[src/rtl/lock_pkg.sv]
// Shared encodings for the lock controller: FSM states, output codes, LEDs.
// Optional feature macro: LOCK_ALARM_BLINK_EN (blinking alarm LEDs).
`timescale 1ns/1ps
package lock_pkg;

  typedef enum logic [2:0] {
    S_WAIT   = 3'd0,
    S_EDIT   = 3'd1,
    S_CHECK  = 3'd2,
    S_UNLOCK = 3'd3,
    S_ALARM  = 3'd4
  } fsm_t;

  localparam logic [1:0] ST_WAIT   = 2'b00;
  localparam logic [1:0] ST_EDIT   = 2'b01;
  localparam logic [1:0] ST_UNLOCK = 2'b10;
  localparam logic [1:0] ST_ALARM  = 2'b11;

  localparam logic [3:0] LED_WAIT   = 4'b0001;
  localparam logic [3:0] LED_EDIT   = 4'b0011;
  localparam logic [3:0] LED_UNLOCK = 4'b1111;
  localparam logic [3:0] LED_ALARM  = 4'b1010;
  localparam logic [3:0] LED_ON     = 4'b1111;
  localparam logic [3:0] LED_OFF    = 4'b0000;

  localparam int SEC_W = 8;

  function automatic logic [1:0] state_code(fsm_t s);
    logic [1:0] c;
    case (s)
      S_WAIT:   c = ST_WAIT;
      S_EDIT:   c = ST_EDIT;
      S_CHECK:  c = ST_EDIT;
      S_UNLOCK: c = ST_UNLOCK;
      S_ALARM:  c = ST_ALARM;
      default:  c = ST_WAIT;
    endcase
    return c;
  endfunction

  // Alarm pattern at entry: blink starts lit, steady mode shows 1010.
  function automatic logic [3:0] led_code(fsm_t s);
    logic [3:0] l;
    case (s)
      S_WAIT:   l = LED_WAIT;
      S_EDIT:   l = LED_EDIT;
      S_CHECK:  l = LED_EDIT;
      S_UNLOCK: l = LED_UNLOCK;
`ifdef LOCK_ALARM_BLINK_EN
      S_ALARM:  l = LED_ON;
`else
      S_ALARM:  l = LED_ALARM;
`endif
      default:  l = LED_WAIT;
    endcase
    return l;
  endfunction

endpackage

[src/rtl/sec_timer.sv]
// Seconds timer: tick prescaler plus seconds counter, cleared synchronously.
// expire pulses in the last cycle before the seconds count reaches limit.
`timescale 1ns/1ps
module sec_timer
  import lock_pkg::*;
#(
  parameter int TICKS = 50_000_000
) (
  input  logic             clk,
  input  logic             rst,
  input  logic             clear,
  input  logic [SEC_W-1:0] limit,
  output logic             expire
);

  localparam int PW = (TICKS > 1) ? $clog2(TICKS) : 1;

  logic [PW-1:0]    pre;
  logic [SEC_W-1:0] sec;
  logic             wrap;

  assign wrap   = (pre == PW'(TICKS - 1));
  assign expire = wrap && (sec == (limit - 1'b1));

  // Prescaler and saturating seconds count, zeroed on clear.
  always_ff @(posedge clk or posedge rst) begin
    if (rst) begin
      pre <= '0;
      sec <= '0;
    end else if (clear) begin
      pre <= '0;
      sec <= '0;
    end else if (wrap) begin
      pre <= '0;
      if (sec != limit)
        sec <= sec + 1'b1;
    end else begin
      pre <= pre + 1'b1;
    end
  end

endmodule

[src/rtl/lock_controller.sv]
// Password lock controller FSM with edit/unlock timeouts and error alarm.
// Optional feature macro: LOCK_ALARM_BLINK_EN (blinking alarm LEDs).
`timescale 1ns/1ps
module lock_controller
  import lock_pkg::*;
#(
  parameter int TICKS_PER_SEC    = 50_000_000,
  parameter int EDIT_TIMEOUT_S   = 10,
  parameter int UNLOCK_TIMEOUT_S = 20,
  parameter int MAX_ERRORS       = 3
) (
  input  logic       clk,
  input  logic       rst,
  input  logic       edit_req,
  input  logic       load_pulse,
  input  logic       ok_pulse,
  input  logic       admin_pulse,
  input  logic       check_valid,
  input  logic       check_match,
  output logic [1:0] state,
  output logic       check_req,
  output logic       clear_entry,
  output logic [1:0] err_count,
  output logic [3:0] leds
);

  localparam logic [1:0] MAXE = 2'(MAX_ERRORS);

  fsm_t             fsm;
  logic             restart;
  logic             expire;
  logic [SEC_W-1:0] limit;
  logic [1:0]       err_inc;

`ifdef LOCK_ALARM_BLINK_EN
  localparam int HALF = (TICKS_PER_SEC / 2 < 1) ? 1 : TICKS_PER_SEC / 2;
  localparam int BW   = (HALF > 1) ? $clog2(HALF) : 1;
  logic [BW-1:0] blink_cnt;
`endif

  assign limit = (fsm == S_UNLOCK) ? SEC_W'(UNLOCK_TIMEOUT_S)
                                   : SEC_W'(EDIT_TIMEOUT_S);

  assign err_inc = (err_count == MAXE) ? err_count
                                       : err_count + 2'd1;

  // Timer restarts on every state change and on a digit load in EDIT.
  always_comb begin
    restart = 1'b0;
    case (fsm)
      S_WAIT:   restart = edit_req & ~admin_pulse;
      S_EDIT:   restart = ~admin_pulse &
                          (ok_pulse | expire | load_pulse);
      S_CHECK:  restart = ~admin_pulse & (check_valid | expire);
      S_UNLOCK: restart = ~admin_pulse & (ok_pulse | expire);
      S_ALARM:  restart = admin_pulse;
      default:  restart = 1'b0;
    endcase
  end

  sec_timer #(
    .TICKS (TICKS_PER_SEC)
  ) u_timer (
    .clk    (clk),
    .rst    (rst),
    .clear  (restart),
    .limit  (limit),
    .expire (expire)
  );

  // Main FSM; all outputs are registered alongside the state.
  always_ff @(posedge clk or posedge rst) begin
    if (rst) begin
      fsm         <= S_WAIT;
      state       <= ST_WAIT;
      check_req   <= 1'b0;
      clear_entry <= 1'b0;
      err_count   <= 2'd0;
      leds        <= LED_WAIT;
`ifdef LOCK_ALARM_BLINK_EN
      blink_cnt   <= '0;
`endif
    end else begin
      check_req   <= 1'b0;
      clear_entry <= 1'b0;
`ifdef LOCK_ALARM_BLINK_EN
      if (fsm == S_ALARM) begin
        if (blink_cnt == BW'(HALF - 1)) begin
          blink_cnt <= '0;
          leds      <= ~leds;
        end else begin
          blink_cnt <= blink_cnt + 1'b1;
        end
      end else begin
        blink_cnt <= '0;
      end
`endif
      if (admin_pulse) begin
        err_count <= 2'd0;
        if (fsm == S_ALARM) begin
          fsm         <= S_WAIT;
          state       <= state_code(S_WAIT);
          leds        <= led_code(S_WAIT);
          clear_entry <= 1'b1;
        end
      end else begin
        case (fsm)
          S_WAIT: begin
            if (edit_req) begin
              fsm         <= S_EDIT;
              state       <= state_code(S_EDIT);
              leds        <= led_code(S_EDIT);
              clear_entry <= 1'b1;
            end
          end
          S_EDIT: begin
            if (ok_pulse) begin
              fsm       <= S_CHECK;
              state     <= state_code(S_CHECK);
              leds      <= led_code(S_CHECK);
              check_req <= 1'b1;
            end else if (expire) begin
              fsm         <= S_WAIT;
              state       <= state_code(S_WAIT);
              leds        <= led_code(S_WAIT);
              clear_entry <= 1'b1;
            end
          end
          S_CHECK: begin
            if (check_valid) begin
              if (check_match) begin
                fsm       <= S_UNLOCK;
                state     <= state_code(S_UNLOCK);
                leds      <= led_code(S_UNLOCK);
                err_count <= 2'd0;
              end else begin
                err_count   <= err_inc;
                clear_entry <= 1'b1;
                if (err_inc == MAXE) begin
                  fsm   <= S_ALARM;
                  state <= state_code(S_ALARM);
                  leds  <= led_code(S_ALARM);
                end else begin
                  fsm   <= S_WAIT;
                  state <= state_code(S_WAIT);
                  leds  <= led_code(S_WAIT);
                end
              end
            end else if (expire) begin
              fsm         <= S_WAIT;
              state       <= state_code(S_WAIT);
              leds        <= led_code(S_WAIT);
              clear_entry <= 1'b1;
            end
          end
          S_UNLOCK: begin
            if (ok_pulse || expire) begin
              fsm         <= S_WAIT;
              state       <= state_code(S_WAIT);
              leds        <= led_code(S_WAIT);
              clear_entry <= 1'b1;
            end
          end
          S_ALARM: begin
          end
          default: begin
            fsm   <= S_WAIT;
            state <= state_code(S_WAIT);
            leds  <= led_code(S_WAIT);
          end
        endcase
      end
    end
  end

endmodule

[config.mk]
export PLATFORM = sky130hd
export DESIGN_NAME = lock_controller
export DESIGN_NICKNAME = d
export VERILOG_FILES = /design/src/rtl/lock_pkg.sv /design/src/rtl/sec_timer.sv /design/src/rtl/lock_controller.sv
export SDC_FILE = /design/constraint.sdc
export NUM_CORES = 1
export LEC_CHECK = 0
export BUFFER_PORTS_ARGS = -buffer_cell sky130_fd_sc_hd__buf_4
export CORE_MARGIN = 3
export CORE_UTILIZATION = 54
export CTS_BUF_LIST = sky130_fd_sc_hd__clkbuf_16
export CTS_CLUSTER_SIZE = 14
export DETAILED_ROUTE_END_ITERATION = 10
export PLACE_DENSITY = 0.75
export SLEW_MARGIN = 20
export SYNTH_ARGS = -nofsm -noshare
export SYNTH_HDL_FRONTEND = slang
export SYNTH_SLANG_ARGS = --single-unit
[constraint.sdc]
create_clock -name clk -period 2.35 [get_ports clk]
set_input_delay 0.47 -clock clk [delete_from_list [all_inputs] [get_ports clk]]
set_output_delay 0.47 -clock clk [all_outputs]
set_load 0.05 [all_outputs]
==> flow_metrics.tcl, run 1 <==
set metrics [dict create \
    hold_buffers 0 \
    clk_pin_slew_ns 0.06 \
    whs_ns 0.335 \
    dp_hpwl_um 4110 \
    coreArea_um2 4790 \
    post_cts_buffers 0 \
    wire_per_inst_um 14.8 \
    min_path_type "in -> async" \
    slew_headroom_pct 59.8 \
    area_growth_pct 16.0 \
    place.gp.congestion 0.922 \
    peakVddDrop_uv 430 \
    first_iter_violations 264 \
    startpoint "u_timer.sec[5]" \
    fp-row-count 25 \
    dr_wl_met3_um 287 \
    io_buffers 17 \
    max_freq_ghz 0.444 \
    syn-num-nets 312 \
    crit_fanout 10 \
    synth_seq_cells 47 \
    dr_wl_met2_um 2750 \
    critPathKind "reg -> reg" \
    rrSetupSlack_ns 0.1 \
    hold_viol_final 0 \
    syn_inst 301 \
    min_period_over_period_pct 95.9 \
    cap_violations 0 \
    synth_edf_count 0 \
    tns_ns 0 \
    total_power_uw 2150 \
    finalCriticalPeriod_ns 2.25 \
    io_pins 18 \
    clock-root-buffer "clkbuf_16" \
    antenna_found_initial 0 \
    routed_wl_um 5890 \
    pwr_density_cell_nw_per_um2 682 \
    ys_seq_area_share_pct 43.3 \
    dieWidth_um 76.9 \
    slew_violations 0 \
    post-synth-top-count-cell "dfrtp_1" \
    clkLatencyLatePin_ns 0.29 \
    die-area_um2 5920 \
    tightest_slew_ns 0.602 \
    vias 2359 \
    regArea_um2 1180 \
    final_core_util_pct 65.9 \
    reg2reg_from "u_timer.sec[5]" \
    drive_gt1_share_pct 17.2 \
    cts_made_buffers 5 \
    synth.avg_cell_area_um2 9.02 \
    routed_via_density 5.91 \
    startpoint_type "register" \
    clock-sinks 47 \
    cts_tree "yes" \
    netlist_area_um2 2720 \
    synthTopCellsByArea "dfrtp_1, xnor2_1, nand2_1" \
    multi_input_area_um2 1460 \
    grt_pass1_vias 2275 \
    drt_first_pass_iters 4 \
    wl_met1_um 2770 \
    cp_slowest_stage_delay_ns 0.46 \
    fillCellCount 405 \
    synth_top_cells_by_count "dfrtp_1, nand2_1, nor2_1" \
    layout.nets 342 \
    setup_viol 0 \
    routed.top_layer "met4" \
    drc_errors 0 \
    clock_path_buffers 2 \
    grt_use_total_pct 22.1 \
    required_ns 2.52 \
    grt_pass1_wl_um 10700 \
    synthArstFlopShare_pct 100 \
    reg2reg_depth 6 \
    diodes 0 \
    start_util_pct 56.8 \
    grt_max_degree 48 \
    h-tree-depth 2 \
    skew_ns 0.00428 \
    final_antenna_net_count 0 \
    cp-end-kind "register" \
    rsz0062_at_grt "no" \
    synth_ff_type "dfrtp_1" \
    leakage_uw 0.00131 \
    worstPathArrival_ns 2.42 \
    r2r_end "u_timer.pre[10]" \
    path_cells "or3_1 -> or3b_1 -> a2111o_1 -> o21ai_4 -> buf_4 -> a21oi_2" \
    synth_warnings 0 \
    grt_overflow_total 0 \
    die_h_um 76.9 \
    yosysTopAreaCellShare_pct 42.4 \
    synth_top_area_cell "dfrtp_1" \
    cp_slowest_cell "a2111o_1" \
    cts-resized-gates 0 \
    synth.distinct_cells 49 \
    outcome "finished, final reports clean" \
]
-- cells in the final DEF (no fill, tap or decap), drive strengths merged, types with 2 or more instances in the layout --
| cell type | netlist | layout |
|---|---|---|
| o21ai | 14 | 14 |
| inv | 8 | 9 |
| ha | 3 | 3 |
| or3b | 3 | 3 |
| dfrtp | 46 | 46 |
| and4 | 3 | 3 |
| a31oi | 2 | 2 |
| or2 | 2 | 2 |
| clkbuf | 10 | 5 |
| nand3 | 14 | 14 |
| a211oi | 5 | 5 |
| a21oi | 28 | 28 |
| or3 | 3 | 3 |
| nor3b | 2 | 2 |
| nand2b | 2 | 2 |
| nand2 | 30 | 30 |
| nor4 | 12 | 12 |
| nor3 | 9 | 9 |
| or4 | 6 | 6 |
| xor2 | 9 | 9 |
| nand4 | 6 | 6 |
| a21o | 3 | 3 |
| and2 | 3 | 3 |
| and3 | 3 | 3 |
| buf | 1 | 34 |
| a22oi | 5 | 5 |
| nor2 | 30 | 30 |
| xnor2 | 18 | 18 |
| o31ai | 4 | 4 |
| nor2b | 3 | 3 |
-- area by class of cell --
| cell class | count | area share (%) |
|---|---|---|
| sequential | 47 | 37.4 |
| multi-input combinational | 235 | 46.4 |
| timing repair buffer | 34 | 8.10 |
| clock buffer | 5 | 3.97 |
| clock inverter | 3 | 0.516 |
| inverter | 8 | 0.953 |
| tap | 67 | 2.66 |
-- critical path: cells and delay by family (launching register included) --
kind	cells	cell delay (ns)
DFF	1	0.40
AOI/OAI and AO/OA	3	0.73
buffers and inverters	1	0.24
and+or+nand+nor	2	0.76
-- state kept, by name, indices dropped and copies added, names as in the netlist --
signal,count
leds,4
u_timer.pre,26
u_timer.sec,8
clear_entry,1
check_req,1
fsm,3
err_count,2
state,2
-- layer usage --
layer | track usage [%] | up-vias
met5 | 0 | -
met4 | 7.43 | 0
met3 | 3.87 | 7
met2 | 34.1 | 66
met1 | 31.6 | 1133
li1 | - | 1153
-- cells by family (layout without fill, tap and decap cells) --
| group | after synthesis | count (layout) | synth area share (%) |
|---|---|---|---|
| adders and majority gates | 3 | 3 | 1.38 |
| buffers and inverters | 19 | 50 | 2.90 |
| xor gates and xnor gates | 27 | 27 | 8.71 |
| AOI/OAI and AO/OA | 69 | 69 | 17.5 |
| and+or+nand+nor | 136 | 136 | 26.2 |
| DFF | 47 | 47 | 43.3 |
-- report_power, final --
part,switching [uW],internal (uW)
clock network,299,388
registers,57.4,869
logic,347,188
-- how the worst max path moves through the flow --
stage                       to  slack [ns]  cells past startpoint
3_5_place_dp    u_timer.pre[6]        0.12                      6
4_1_cts        u_timer.pre[10]         0.1                      6
6_report       u_timer.pre[10]         0.1                      6
3_3_place_gp    u_timer.sec[3]        0.19                      6
2_1_floorplan   u_timer.pre[2]        0.12                      7
5_1_grt                leds[2]        0.01                      6
-- stage by stage --
| step | setup WS, ns | instances | cell area (um^2) |
|---|---|---|---|
| final | 0.0968 | 399 | 3150 |
| after global routing | 0.0132 | 399 | 3150 |
| after CTS | 0.0999 | 399 | 3150 |
| after detailed placement | 0.116 | 391 | 3010 |
| after global placement | 0.190 | 391 | 3010 |
| after floorplan | 0.121 | 301 | 2720 |
Note: power is estimated with default switching activity, not from simulation.
==> run 2: changes to the inputs <==
- PLACE_DENSITY: 0.75 -> not set
- PLACE_DENSITY_LB_ADDON: not set -> 0.3
==> run 2 against run 1 <==
Worst setup slack worse by 0.022 ns; die area stayed put; global-route usage is 1.1 points lower; first-iteration DRC count is 48% lower; register-to-register slack worse by 0.02 ns; clock skew hardly changed; flip-flop and latch count stayed put; total power hardly changed; wire length is 0.17% lower; critical path type unchanged; critical endpoint is now u_timer.pre[9].
==> flow_metrics.tcl, run 2 (synthesized netlist as in run 1, its figures left out) <==
set metrics [dict create \
    worst-path-stages 6 \
    grt_max_degree 20 \
    place_inst 390 \
    diodes 0 \
    first_iter_violations 136 \
    grt_pass1_vias 2229 \
    skew_ns 0.00466 \
    tightest_slew_ns 0.579 \
    cp_slowest_stage_delay_ns 0.46 \
    clkLatencyLatePin_ns 0.29 \
    grt_use_total_pct 21.0 \
    cp_slowest_cell "a2111o_1" \
    total_power_uw 2150 \
    wire_per_inst_um 14.8 \
    multi_input_area_um2 1470 \
    fp-row-count 25 \
    drc_errors 0 \
    coreArea_um2 4790 \
    required_ns 2.52 \
    cts_tree "yes" \
    crit_fanout 10 \
    critPathKind "reg -> reg" \
    layout.nets 341 \
    pwr_density_cell_nw_per_um2 683 \
    cts_made_buffers 5 \
    dp_hpwl_um 4110 \
    cap_violations 0 \
    leakage_uw 0.00131 \
    grt_overflow_total 0 \
    routed_via_density 5.95 \
    startpoint_type "register" \
    dieWidth_um 76.9 \
    reg2reg_from "u_timer.sec[5]" \
    outcome "finished, final reports clean" \
    clock-root-buffer "clkbuf_16" \
    routed_wl_um 5880 \
    finalCriticalPeriod_ns 2.28 \
    post_cts_buffers 0 \
    fillCellCount 376 \
    hold_viol_final 0 \
    switchingPower_uw 708 \
    regArea_um2 1180 \
    place.gp.congestion 0.926 \
    grt_pass1_wl_um 10100 \
    final_cell_mix "dfrtp_1, buf_4, nor2_1, nand2_1, xnor2_1" \
    path_buf_inv 1 \
    largest-register "u_timer.pre" \
    path_cells "or3_1 -> or3b_1 -> a2111o_1 -> o21ai_4 -> buf_4 -> a21oi_2" \
    stdcell_count 398 \
    h-tree-depth 2 \
    drive_gt1_share_pct 17.2 \
    clock_path_buffers 2 \
    power.share.clock_pct 32.2 \
    clk_pin_slew_ns 0.06 \
    io_buffers 17 \
    antenna_found_initial 0 \
    slew_violations 0 \
    worstPathArrival_ns 2.44 \
    die_h_um 76.9 \
    cp-end-kind "register" \
    reg2reg_depth 6 \
    die-area_um2 5920 \
    startpoint "u_timer.sec[5]" \
    p_comb_share_pct 24.7 \
    clock-sinks 47 \
    slew_headroom_pct 60.9 \
    peakVddDrop_uv 545 \
    largest_reg_flops 26 \
    final_antenna_net_count 0 \
    hold_buffers 0 \
    setup_viol 0 \
    whs_ns 0.0960 \
    drt_first_pass_iters 4 \
    io_pins 18 \
    reg.largest.list "u_timer.pre (26), u_timer.sec (8), leds (4)" \
    max_freq_ghz 0.440 \
    area_growth_pct 15.8 \
    intPower_uw 1440 \
    rrSetupSlack_ns 0.07 \
    min_path_type "in -> async" \
    start_util_pct 56.8 \
    seqPwrFrac_pct 43.1 \
    switching_share_pct 33.0 \
    r2r_end "u_timer.pre[9]" \
    final_common_cell "dfrtp_1" \
    vias 2368 \
    min_period_over_period_pct 96.8 \
    cpLargestDelayFamily "simple AND/OR/NAND/NOR gates" \
]
==> run 2: worst reg2reg max path, cell delays in order (launching register included) <==
cell	delay (ns)
dfrtp_1	0.39
or3_1	0.41
or3b_1	0.39
a2111o_1	0.46
o21ai_4	0.18
buf_4	0.25
a21oi_2	0.08
==> run 2: power groups by stage <==
stage          Sequential [uW]  Combinational (uW)  Clock [uW]
5_1_grt                    939                 585         737
3_5_place_dp               940                 528           0
3_3_place_gp               937                 518           0
2_1_floorplan             1000                 304           0
4_1_cts                    926                 530         707
6_report                   926                 531         692
==> run 2: repair_timing <==
action,CTS,global route
resized for setup,0,1
endpoints found under the setup margin,0,3
endpoints found under the hold margin,0,0
==> run 2: area by class of cell <==
type / count / share of cell area (%)
multi-input combinational: 235 / 46.6
sequential: 47 / 37.4
timing repair buffer: 33 / 7.87
clock buffer: 5 / 3.98
tap: 67 / 2.66
inverter: 8 / 0.954
clock inverter: 3 / 0.517
==> run 2: metal layers <==
| layer | up-vias | wire length (um) | GRT usage [%] |
|---|---|---|---|
| met5 | - | 0 | 0 |
| met4 | 0 | 117 | 10.1 |
| met3 | 10 | 315 | 4.23 |
| met2 | 73 | 2730 | 31.7 |
| met1 | 1132 | 2720 | 28.8 |
| li1 | 1153 | - | - |
==> run 2: stage by stage <==
step	TNS (ns)	setup WS [ns]	area, um^2	util, %
after floorplan	0	0.121	2720	-
after global placement	0	0.188	3000	62.7
after detailed placement	0	0.114	3000	62.7
after CTS	0	0.112	3140	65.7
after global routing	-0.0100	-0.0100	3150	65.8
final	0	0.0747	3150	65.8
==> run 2: how the worst max path moves through the flow <==
stage,endpoint,slack [ns]
after global routing,u_timer.pre[9],-0.01
final,u_timer.pre[9],0.07
after CTS,u_timer.pre[9],0.11
after detailed placement,u_timer.pre[8],0.11
after floorplan,u_timer.pre[2],0.12
after global placement,u_timer.pre[6],0.19
